$ cat config.mk
export PLATFORM = sky130hd
export DESIGN_NAME = seg7_scan_driver
export DESIGN_NICKNAME = d
export VERILOG_FILES = /design/src/rtl/seg7_pkg.sv /design/src/rtl/seg7_hex_decode.sv /design/src/rtl/seg7_scan_driver.sv
export SDC_FILE = /design/constraint.sdc
export NUM_CORES = 1
export LEC_CHECK = 0
export ABC_AREA = 1
export CORE_MARGIN = 2
export CORE_UTILIZATION = 49
export DETAILED_ROUTE_END_ITERATION = 16
export PLACE_DENSITY = 0.73
export SYNTH_ARGS = -nofsm -noshare
export SYNTH_HDL_FRONTEND = slang
export SYNTH_SLANG_ARGS = --single-unit
export TNS_END_PERCENT = 50
$ cat constraint.sdc
create_clock -name clock -period 1.6 [get_ports clock]
set_input_delay 0.32 -clock clock [delete_from_list [all_inputs] [get_ports clock]]
set_output_delay 0.32 -clock clock [all_outputs]
set_load 0.02 [all_outputs]
$ cat src/rtl/seg7_pkg.sv
// -----------------------------------------------------------------------------
// seg7_pkg
// Shared constants and helpers for the seven-segment display path.
//   seg_t      : 7-bit active-low segment vector, bit 6 = a ... bit 0 = g
//   SEG_OFF    : all segments dark
//   HEX_SEG    : hex nibble -> segment pattern table (0..9, A, b, C, d, E, F)
//   hex_to_seg : table lookup used by the decoder
// -----------------------------------------------------------------------------
package seg7_pkg;

  typedef logic [6:0] seg_t;

  localparam seg_t SEG_OFF = 7'b1111111;

  localparam seg_t HEX_SEG [16] = '{
    7'b0000001,  // 0
    7'b1001111,  // 1
    7'b0010010,  // 2
    7'b0000110,  // 3
    7'b1001100,  // 4
    7'b0100100,  // 5
    7'b0100000,  // 6
    7'b0001111,  // 7
    7'b0000000,  // 8
    7'b0000100,  // 9
    7'b0001000,  // A
    7'b1100000,  // b
    7'b0110001,  // C
    7'b1000010,  // d
    7'b0110000,  // E
    7'b0111000   // F
  };

  function automatic seg_t hex_to_seg(input logic [3:0] nibble);
    return HEX_SEG[nibble];
  endfunction

endpackage

$ cat src/rtl/seg7_hex_decode.sv
// -----------------------------------------------------------------------------
// seg7_hex_decode
// Combinational hex nibble to active-low seven-segment pattern.
//   nibble : input  [3:0] hex digit
//   seg    : output [6:0] active-low segments, bit 6 = a ... bit 0 = g
// -----------------------------------------------------------------------------
module seg7_hex_decode
  import seg7_pkg::*;
(
  input  logic [3:0] nibble,
  output seg_t       seg
);

  assign seg = hex_to_seg(nibble);

endmodule

$ cat src/rtl/seg7_scan_driver.sv
// -----------------------------------------------------------------------------
// seg7_scan_driver
// Time-multiplexed driver for NUM_DIGITS common-anode seven-segment digits.
// A prescaler divides the clock into digit slots of REFRESH_DIV cycles; the
// first BLANK_CYCLES of every slot keep all anodes off to avoid ghosting.
// Display data is captured atomically into shadow registers on load.
//   clock     : system clock, rising edge
//   reset     : synchronous, active-high
//   load      : capture strobe for value / dp_in / blank_in
//   value     : 4*NUM_DIGITS hex nibbles, value[3:0] is digit 0 (rightmost)
//   dp_in     : per-digit decimal point enable, 1 = lit
//   blank_in  : per-digit blanking, 1 = dark for the whole slot
//   anode     : active-low digit enables, anode[0] is the rightmost digit
//   cathode   : active-low segments, bit 6 = a ... bit 0 = g
//   dp        : active-low decimal point
//   slot_tick : one-cycle pulse on the first cycle of every digit slot
// -----------------------------------------------------------------------------
module seg7_scan_driver
  import seg7_pkg::*;
#(
  parameter int NUM_DIGITS   = 4,
  parameter int REFRESH_DIV  = 100000,
  parameter int BLANK_CYCLES = 2
) (
  input  logic                    clock,
  input  logic                    reset,
  input  logic                    load,
  input  logic [4*NUM_DIGITS-1:0] value,
  input  logic [NUM_DIGITS-1:0]   dp_in,
  input  logic [NUM_DIGITS-1:0]   blank_in,
  output logic [NUM_DIGITS-1:0]   anode,
  output seg_t                    cathode,
  output logic                    dp,
  output logic                    slot_tick
);

  localparam int PW = (REFRESH_DIV > 1) ? $clog2(REFRESH_DIV) : 1;
  localparam int IW = (NUM_DIGITS > 1) ? $clog2(NUM_DIGITS) : 1;

  localparam logic [PW-1:0] PCNT_LAST = PW'(REFRESH_DIV - 1);
  localparam logic [IW-1:0] IDX_LAST  = IW'(NUM_DIGITS - 1);

  logic [PW-1:0]           pcnt;
  logic [IW-1:0]           idx;
  logic [4*NUM_DIGITS-1:0] value_q;
  logic [NUM_DIGITS-1:0]   dp_q;
  logic [NUM_DIGITS-1:0]   blank_q;

  logic [3:0]              nibble;
  seg_t                    digit_seg;
  logic                    in_blank;
  logic                    dark;
  logic [NUM_DIGITS-1:0]   anode_sel;

  // Only the active digit's nibble is decoded; one decoder serves all digits.
  assign nibble = value_q[{idx, 2'b00} +: 4];

  seg7_hex_decode u_hex_decode (
    .nibble (nibble),
    .seg    (digit_seg)
  );

  // With no anti-ghost window the comparison would be against zero and
  // always false, so it is removed outright.
  generate
    if (BLANK_CYCLES == 0) begin : g_no_blank
      assign in_blank = 1'b0;
    end else begin : g_blank
      assign in_blank = (pcnt < PW'(BLANK_CYCLES));
    end
  endgenerate

  assign dark      = in_blank | blank_q[idx];
  assign anode_sel = ~(NUM_DIGITS'(1) << idx);

  // Scan counters and shadow registers. Reset wins over a coincident load,
  // so that load is discarded.
  // NOTE: state registers use non-blocking assignments so every register
  // samples pre-edge values, regardless of statement order.
  always_ff @(posedge clock) begin
    if (reset) begin
      pcnt    <= '0;
      idx     <= '0;
      // NOTE: the shadow registers are reset (blank_q to all ones) so the
      // display stays dark until the first explicit load.
      value_q <= '0;
      dp_q    <= '0;
      blank_q <= '1;
    end else begin
      if (load) begin
        value_q <= value;
        dp_q    <= dp_in;
        blank_q <= blank_in;
      end
      if (pcnt == PCNT_LAST) begin
        pcnt <= '0;
        idx  <= (idx == IDX_LAST) ? '0 : idx + 1'b1;
      end else begin
        pcnt <= pcnt + 1'b1;
      end
    end
  end

  // Output stage: one register after (idx, pcnt, shadow), so slot_tick lines
  // up with the first dark cycle of each slot.
  always_ff @(posedge clock) begin
    if (reset) begin
      anode     <= '1;
      cathode   <= SEG_OFF;
      dp        <= 1'b1;
      slot_tick <= 1'b0;
    end else begin
      slot_tick <= (pcnt == '0);
      if (dark) begin
        anode   <= '1;
        cathode <= SEG_OFF;
        dp      <= 1'b1;
      end else begin
        anode   <= anode_sel;
        cathode <= digit_seg;
        dp      <= ~dp_q[idx];
      end
    end
  end

endmodule
# Word-level counts from Yosys, hierarchy flattened
# Memories as Yosys holds them, arrays and structs flattened. A register that Yosys moved wholly into a read port is not among the register bits.
# Index checks and enable logic that the tools add are counted.
# Widths: inputs -> output; s select.
# word_totals
n_memories,1
out_inout_bits,13
wordCells,29
romBits,112
inputBits,27
latch_bits,0
regBits,49
ram_bits,0
# memory_table
memory,words,width,rd,rd_ports_with_merged_regs,wr,line_no,text
(no name shown),16,7,1,1,0,seg7_pkg.sv:35,return HEX_SEG[nibble];
# op_classes
div,0
n_addsub,2
n_bitwise,4
eq_ne,2
shift,2
mul,0
n_mux,5
magnitude_cmp,2
n_reduce_logical,3
# op_table
op,n
$add 17x1->17 const B,1
$eq 17x17->1 const B,1
$logic_not 17->1,1
$lt 17x2->1 const B,1
$shiftx 16x5->4,1
$not 4->5,1
$bmux 1 s2,2
$not 4->4,1
$reduce_or 2->1,2
$shl 1x2->4 const A,1
$lt 2x3->1 const B,1
$add 2x1->2 const B,1
$eq 2x2->1 const B,1
$mux 1,2
$mux 2,1
$not 1->1,1
$or 1x1->1,1

# Logic depth before layout (Yosys ltp)
# Gate-level depths: netlist of the first run.
# depth
word_depth,4
mapped_depth,11

# Cells and area by module
# From an unflattened synthesis of the first run, not the netlist that was laid out.
# unflattened
hier_cells,395
hier_area_um2,2782.7
# by_module_without_submodules
mod,n_inst,seq_area_each_um2,area_per_inst_um2,cells_each
seg7_scan_driver,1,1121.1,2508.7,346
seg7_hex_decode,1,0.0,274.0,49

# Least setup slack after synthesis of the first run
# No wires, ideal clock.
# synth_path
path_type,register to register
startpoint,reg idx[0]
endpoint,reg cathode[3]
t_arrival_ns,1.425
path_buffers,1
slack_ns,0.061
setup_time_ns,0.113
required_time_ns,1.487
path_stages_with_launch,12
cell_sequence,dfxtp_1 -> inv_2 -> buf_6 -> nand2_1 -> nand3_1 -> nand2_1 -> inv_1 -> ha_1 -> nand3_1 -> nand3_1 -> nand2_1 -> nand2_1
# synth_via
elab_chain_cells,4
elab_cells_between_ends,6
# synth_rtl
element,line_no,text
start: declaration,seg7_scan_driver.sv:44,logic [IW-1:0] idx;
start signal: assignment,seg7_scan_driver.sv:97,idx <= (idx == IDX_LAST) ? '0 : idx + 1'b1;
$bmux 1 s2,seg7_scan_driver.sv:73,assign dark = in_blank | blank_q[idx];
$mux 1 (implied by the code),seg7_scan_driver.sv:73,
$or 1x1->1,seg7_scan_driver.sv:73,
$reduce_or 2->1 (no line),--,
end: declaration,seg7_scan_driver.sv:32,"output seg_t cathode,"
# Several ways; a longest one is shown, not always the timed one. The select of a mux whose other input is x is not followed.
# A chain may end at the register's enable or synchronous reset.

# Worst setup path in the final report of the first run
# layout_path
startpoint,reg cathode[2]
endpoint,out cathode[2]
# No word-level cell between the ends.

==> reports/qor.tcl, run 1 <==
set qor(crit_path_max_incr_delay_ns) 0.60
set qor(grtUsageTotal) 0.184
set qor(clkLatencyLatePin_ns) 0.30
set qor(path_class) {flop to output pin}
set qor(number_of_vias_per_cell) 4.88
set qor(share_of_async_settable_or_async_resettable_flops_after_synthesis) 0
set qor(cp_cell_instances) {clkdlybuf4s50_1}
set qor(slew-limit-headroom) 0.799
set qor(worst_hold_slack_ns) 0.482
set qor(worst_hold_path.endpoint) {dp_q[0]}
set qor(critical_path_required_ns) 1.28
set qor(hold_path_depth) 2
set qor(post_cts_resize_count) 1
set qor(floorplan.die_area_sq_um) 6220
set qor(worstPathArrival_ns) 1.21
set qor(timing_hold_violations_final) 0
set qor(post_route_cells_drive_above_1_share) 0.118
set qor(design_area_sq_um) 3390
set qor(run_status) {completed}
set qor(rsz0062_at_grt) {true}
set qor(clockPowerShare) 0.334
set qor(count_of_vias_placed_by_the_detailed_router) 2499
set qor(floorplan.die.height_um) 78.9
set qor(largest_cells_by_area_after_synthesis) {sky130_fd_sc_hd__dfxtp_1, sky130_fd_sc_hd__nand2_1, sky130_fd_sc_hd__nor2_1, sky130_fd_sc_hd__nand3_1, sky130_fd_sc_hd__ha_1}
set qor(clk_root_buffer_cell) {sky130_fd_sc_hd__clkbuf_8}
set qor(core_area_sq_um) 5470
set qor(power.ir.vdd_worst_mv) 0.562
set qor(final_min_period_over_clock_period) 0.958
set qor(setup_ws_ns) 0.0667
set qor(grt.overflow.total) 0
set qor(number_of_i_o_port_buffers) 39
set qor(critical_path.endpoint_type) {output pin}
set qor(yosysTopAreaCell) {sky130_fd_sc_hd__dfxtp_1}
set qor(clock_sink_count) 56
set qor(routedWlPerCell_um) 10.8
set qor(std_cell_rows) 27
set qor(power.switching_uw) 633
set qor(rr_worst_depth) 8
set qor(postPlaceCellArea_sq_um) 3250
set qor(antenna_cells_inserted) 0
set qor(hold_path.startpoint) {dp_q[0]}
set qor(synth.cells.most_frequent) {sky130_fd_sc_hd__nand2_1, sky130_fd_sc_hd__nor2_1, sky130_fd_sc_hd__dfxtp_1, sky130_fd_sc_hd__nand3_1, sky130_fd_sc_hd__o21ai_0}
set qor(place_ws_ns) -0.0116
set qor(syn_warnings) 0
set qor(cell_internal_pwr_uw) 2070
set qor(finalSetupViolCount) 0
set qor(comb_power_share) 0.120
set qor(global_route_wire_length_before_repair_mm) 9.29
set qor(clock_tree.buffer_depth) 2
set qor(hold_buffers) 0
set qor(synth_fp_nets) 431
set qor(syn2layout_area_growth_pct) 23.4
set qor(yosys.area.top_type_share) 0.408
set qor(sw_frac_of_total) 0.234
set qor(clkSlewWorstSetupHoldPaths_ns) 0.09
set qor(leakagePower_uw) 0.00141
set qor(timing_max_transition_violations_final) 0
set qor(drt-initial-drc-count) 189
set qor(synth.avg_cell_area_sq_um) 7.01
set qor(i_o_pin_total) 40
set qor(finalCriticalPeriod_ns) 1.53
set qor(dr_drc_count) 0
set qor(max_fanout_on_critical_path) 1
set qor(synth_top_flop_cell) {sky130_fd_sc_hd__dfxtp_1}
set qor(fill_cells) 522
set qor(firstDrtPassIters) 4
set qor(post_synth_num_cell_types) 28
set qor(r2r_start) {pcnt[1]}
set qor(timing.critical_path.buf_inv) 1
set qor(yosys.cell_count.top_type) {sky130_fd_sc_hd__nand2_1}
set qor(timing_worst_slew_pin_value_ns) 0.299
set qor(r2r-end) {pcnt[9]}
set qor(design_power_total_uw) 2700
set qor(worst_hold_path_type) {flop to flop}
set qor(synth_edf_count) 0
set qor(final-seq-area_sq_um) 1120
set qor(skew_ns) 0.00593
set qor(ctsHtreeMaxLevel) 2
set qor(synth-seq-cells) 56
set qor(dp_hpwl_mm) 4.15
set qor(start_util) 0.502
set qor(fin_nets) 478
set qor(multi_input_area_sq_um) 1430
set qor(path_delay_family) {buffers and inverters}
set qor(cts_tree) {done}
set qor(totalWireLength_mm) 5.53
set qor(power.sequential.fraction) 0.547
set qor(syn_inst) 392
set qor(tns_ns) 0
set qor(power.density_cell_area_nw_per_um2) 798
set qor(finalWeightedCongestion) 0.905
set qor(drv_cap) 0
set qor(route.antenna.remaining_nets) 0
set qor(number_of_antenna_violations_at_the_first_check_in_global_routing) 0
set qor(netlist_area_sq_um) 2750
set qor(postCtsSetupRepairBufs) 0
set qor(ys_seq_area_frac) 0.408
set qor(reg2reg_setup_slack_ns) 0.16
set qor(cts_made_buffers) 5
set qor(cpMaxStageDelayCell) {sky130_fd_sc_hd__clkdlybuf4s50_1}
set qor(floorplan.die.width_um) 78.9
set qor(clock.fmax_mhz) 652
set qor(maximum_number_of_pins_on_one_net_before_global_route_repair) 23
set qor(via_count_of_the_first_global_routing_pass) 2089
set qor(startpoint_type_of_the_worst_setup_path) {flop}
worst max path at each step:
stage                from    endpoint  slack (ns)  depth (start not counted)
2_1_floorplan      idx[0]  cathode[3]        0.06                         11
3_3_place_gp       idx[0]  cathode[3]        0.06                         10
3_5_place_dp       idx[0]  cathode[3]       -0.01                         10
4_1_cts        cathode[5]  cathode[5]        0.04                          1
5_1_grt           pcnt[1]     pcnt[9]      -0.008                          8
6_report       cathode[2]  cathode[2]        0.07                          1
worst register-to-register path, stage by stage (launching register included):
cell,delay [ns]
sky130_fd_sc_hd__dfxtp_1,0.39
sky130_fd_sc_hd__ha_1,0.19
sky130_fd_sc_hd__nand2_1,0.07
sky130_fd_sc_hd__inv_1,0.11
sky130_fd_sc_hd__nand2_2,0.09
sky130_fd_sc_hd__nor2_2,0.12
sky130_fd_sc_hd__nand2_2,0.13
sky130_fd_sc_hd__nand2_8,0.18
sky130_fd_sc_hd__a21oi_1,0.06
power by group through the flow:
stage | registers (uW) | clock network, uW | logic, uW
global route | 1480 | 990 | 368
CTS | 1480 | 922 | 323
global placement | 1510 | 0 | 317
floorplan | 1510 | 0 | 185
finish | 1480 | 902 | 323
detailed placement | 1510 | 0 | 322
routing by layer:
layer / GRT usage / up-vias / part of all wire / wire length (um)
li1: - / 1343 / - / -
met5: 0 / - / 0 / 0
met3: 0.0409 / 2 / 0.054 / 301
met4: 0.0552 / 0 / 0.0049 / 27
met1: 0.280 / 1085 / 0.51 / 2840
met2: 0.259 / 69 / 0.43 / 2370
state kept, by name (all words and copies together) (netlist names):
signal     cells
blank_q        4
dp_q           4
idx            2
pcnt          17
dp             1
value_q       16
slot_tick      1
anode          4
cathode        7
per-stage QoR:
stage	instances	util
after floorplan	392	-
after global placement	504	0.595
after detailed placement	504	0.595
after CTS	512	0.615
after global routing	512	0.619
final	512	0.619
area by class of cell:
class / instances / area share
clock buffers: 6 / 0.0214
flip-flops and latches: 56 / 0.332
repair buffers: 53 / 0.151
multi-input cells: 292 / 0.423
inverters: 31 / 0.0354
well taps: 72 / 0.0266
clock inverters: 2 / 0.0103
kinds of logic after synthesis:
group | share of synthesized area
xor+xnor | 0.00956
fa+ha+maj | 0.0546
compound gates | 0.0783
flops | 0.408
simple gates | 0.373
buf+inv | 0.0760
cell usage in the layout (no fill, tap or decap), types with 2 or more instances in the layout:
cell,synthesis,layout
sky130_fd_sc_hd__a21oi_1,10,10
sky130_fd_sc_hd__a21oi_2,4,4
sky130_fd_sc_hd__buf_4,2,13
sky130_fd_sc_hd__clkbuf_8,0,5
sky130_fd_sc_hd__clkdlybuf4s50_1,0,37
sky130_fd_sc_hd__clkinv_2,1,2
sky130_fd_sc_hd__dfxtp_1,56,55
sky130_fd_sc_hd__dlymetal6s2s_1,0,2
sky130_fd_sc_hd__ha_1,12,12
sky130_fd_sc_hd__inv_1,25,25
sky130_fd_sc_hd__inv_2,4,3
sky130_fd_sc_hd__nand2_1,95,93
sky130_fd_sc_hd__nand2_2,6,8
sky130_fd_sc_hd__nand3_1,42,42
sky130_fd_sc_hd__nand3_2,3,3
sky130_fd_sc_hd__nand4_1,3,3
sky130_fd_sc_hd__nor2_1,72,71
sky130_fd_sc_hd__nor2_2,8,9
sky130_fd_sc_hd__nor3_1,2,2
sky130_fd_sc_hd__nor4_1,3,3
sky130_fd_sc_hd__o21ai_0,26,26
sky130_fd_sc_hd__xor2_1,2,2
Note: power is estimated with default switching activity, not from simulation.
==> run 2: changes to the inputs <==
Settings changed: CORE_MARGIN 2 to 8.
==> run 2 against run 1 <==
Effect of this change:
- cell area shrank 0.44%
- non-clock buffer count is the same
- routed wire length grew 5.3%
- critical path type unchanged
==> reports/qor.tcl, run 2 (synthesized netlist as in run 1, its figures left out) <==
set qor(hold_path_depth) 2
set qor(number_of_vias_per_cell) 4.89
set qor(cts_tree) {done}
set qor(timing_worst_slew_pin_value_ns) 0.292
set qor(max_fanout_on_critical_path) 1
set qor(rr_worst_depth) 9
set qor(number_of_i_o_port_buffers) 39
set qor(crit_path_max_incr_delay_ns) 0.60
set qor(place_ws_ns) -0.0238
set qor(multi_input_area_sq_um) 1420
set qor(clk_root_buffer_cell) {sky130_fd_sc_hd__clkbuf_8}
set qor(routedWlPerCell_um) 11.4
set qor(clkSlewWorstSetupHoldPaths_ns) 0.10
set qor(path_class) {flop to output pin}
set qor(run_status) {completed}
set qor(route.antenna.remaining_nets) 0
set qor(fin_nets) 478
set qor(global_route_wire_length_before_repair_mm) 10.2
set qor(start_util) 0.502
set qor(register_name_with_the_most_flops) {pcnt}
set qor(placed_cells) 503
set qor(floorplan.die.width_um) 90.9
set qor(critical_path_required_ns) 1.28
set qor(startpoint_type_of_the_worst_setup_path) {flop}
set qor(rsz0062_at_grt) {false}
set qor(floorplan.die.height_um) 90.9
set qor(worst_hold_path_type) {flop to flop}
set qor(finalWeightedCongestion) 0.868
set qor(dr_drc_count) 0
set qor(setup_ws_ns) 0.0488
set qor(antenna_cells_inserted) 0
set qor(design_power_total_uw) 2720
set qor(layout_commonest_cell) {sky130_fd_sc_hd__nand2_1}
set qor(final_min_period_over_clock_period) 0.970
set qor(finalSetupViolCount) 0
set qor(reg_top3) {pcnt: 17 flops, value_q: 16 flops, cathode: 7 flops}
set qor(core_area_sq_um) 5470
set qor(cts_made_buffers) 5
set qor(clock_tree.buffer_depth) 2
set qor(clkLatencyLatePin_ns) 0.31
set qor(dp_hpwl_mm) 4.43
set qor(clock.fmax_mhz) 645
set qor(cp_cell_instances) {clkdlybuf4s50_1}
set qor(grtUsageTotal) 0.143
set qor(mostFrequentLayoutCells) {sky130_fd_sc_hd__nand2_1, sky130_fd_sc_hd__nor2_1, sky130_fd_sc_hd__dfxtp_1}
set qor(power.density_cell_area_nw_per_um2) 807
set qor(floorplan.die_area_sq_um) 8260
set qor(timing_max_transition_violations_final) 0
set qor(grt.overflow.total) 0
set qor(firstDrtPassIters) 6
set qor(largest_register_ff_count) 17
set qor(via_count_of_the_first_global_routing_pass) 2285
set qor(ctsHtreeMaxLevel) 2
set qor(drt-initial-drc-count) 125
set qor(syn2layout_area_growth_pct) 22.8
set qor(tns_ns) 0
set qor(final-seq-area_sq_um) 1120
set qor(hold_buffers) 0
set qor(fill_cells) 531
set qor(worstPathArrival_ns) 1.23
set qor(slew-limit-headroom) 0.804
set qor(cpMaxStageDelayCell) {sky130_fd_sc_hd__clkdlybuf4s50_1}
set qor(drv_cap) 0
set qor(totalWireLength_mm) 5.83
set qor(maximum_number_of_pins_on_one_net_before_global_route_repair) 23
set qor(std_cell_rows) 27
set qor(final_instance_count_without_filler_cells) 512
set qor(timing_hold_violations_final) 0
set qor(critical_path.endpoint_type) {output pin}
set qor(leakagePower_uw) 0.00141
set qor(worstSetupPathDepth) 1
set qor(clock_sink_count) 56
set qor(count_of_vias_placed_by_the_detailed_router) 2505
set qor(skew_ns) 0.00701
set qor(path_delay_family) {buffers and inverters}
set qor(number_of_antenna_violations_at_the_first_check_in_global_routing) 0
set qor(finalCriticalPeriod_ns) 1.55
set qor(power.ir.vdd_worst_mv) 0.462
set qor(i_o_pin_total) 40
set qor(timing.critical_path.buf_inv) 1
set qor(post_route_cells_drive_above_1_share) 0.118
[run 2: per-stage QoR]
step,cell area (sq um),utilization,hold slack (ns)
global placement,3250,0.593,0.447
finish,3370,0.617,0.461
floorplan,2750,-,0.428
global route,3370,0.617,0.476
CTS,3360,0.614,0.462
detailed placement,3250,0.593,0.449
[run 2: final timing paths]
path | from | end | slack, ns
worst max-delay path | anode[3] | anode[3] | 0.05
worst min-delay path | dp_q[3] | dp_q[3] | 0.46
worst max register to register | idx[1] | cathode[0] | 0.12
worst min register to register | dp_q[3] | dp_q[3] | 0.46
[run 2: what timing repair did]
| action | CTS | global route |
|---|---|---|
| pin swaps | 0 | 0 |
| gates resized for setup | 1 | 4 |
| setup buffers | 0 | 1 |
| cloned | 0 | 0 |
| setup endpoints to repair | 5 | 5 |
[run 2: area by class of cell]
type	count	share of cell area
Clock inverter	3	0.0126
Inverter	31	0.0356
Tap cell	72	0.0267
Timing Repair Buffer	53	0.150
Clock buffer	5	0.0204
Multi-Input combinational cell	292	0.422
Sequential cell	56	0.333
[run 2: where the power goes]
| group | switching [uW] | leakage, uW | internal, uW |
|---|---|---|---|
| combinational | 168 | 0.000893 | 157 |
| sequential | 31.1 | 0.000460 | 1450 |
| clock | 457 | 0.0000541 | 464 |
| total | 655 | 0.00141 | 2070 |
[run 2: layer usage]
metal	routed length (um)	part of all wire	global-route usage
met3	267	0.046	0.0399
met4	58	0.010	0.0423
met1	3020	0.52	0.195
met5	0	0	0
met2	2480	0.43	0.214
==> run 3: changes to the inputs <==
Settings changed: CTS_CLUSTER_DIAMETER from default to 50.
==> results of run 3 <==
Same layout as run 2: the final DEF is identical, and so are final timing and power.
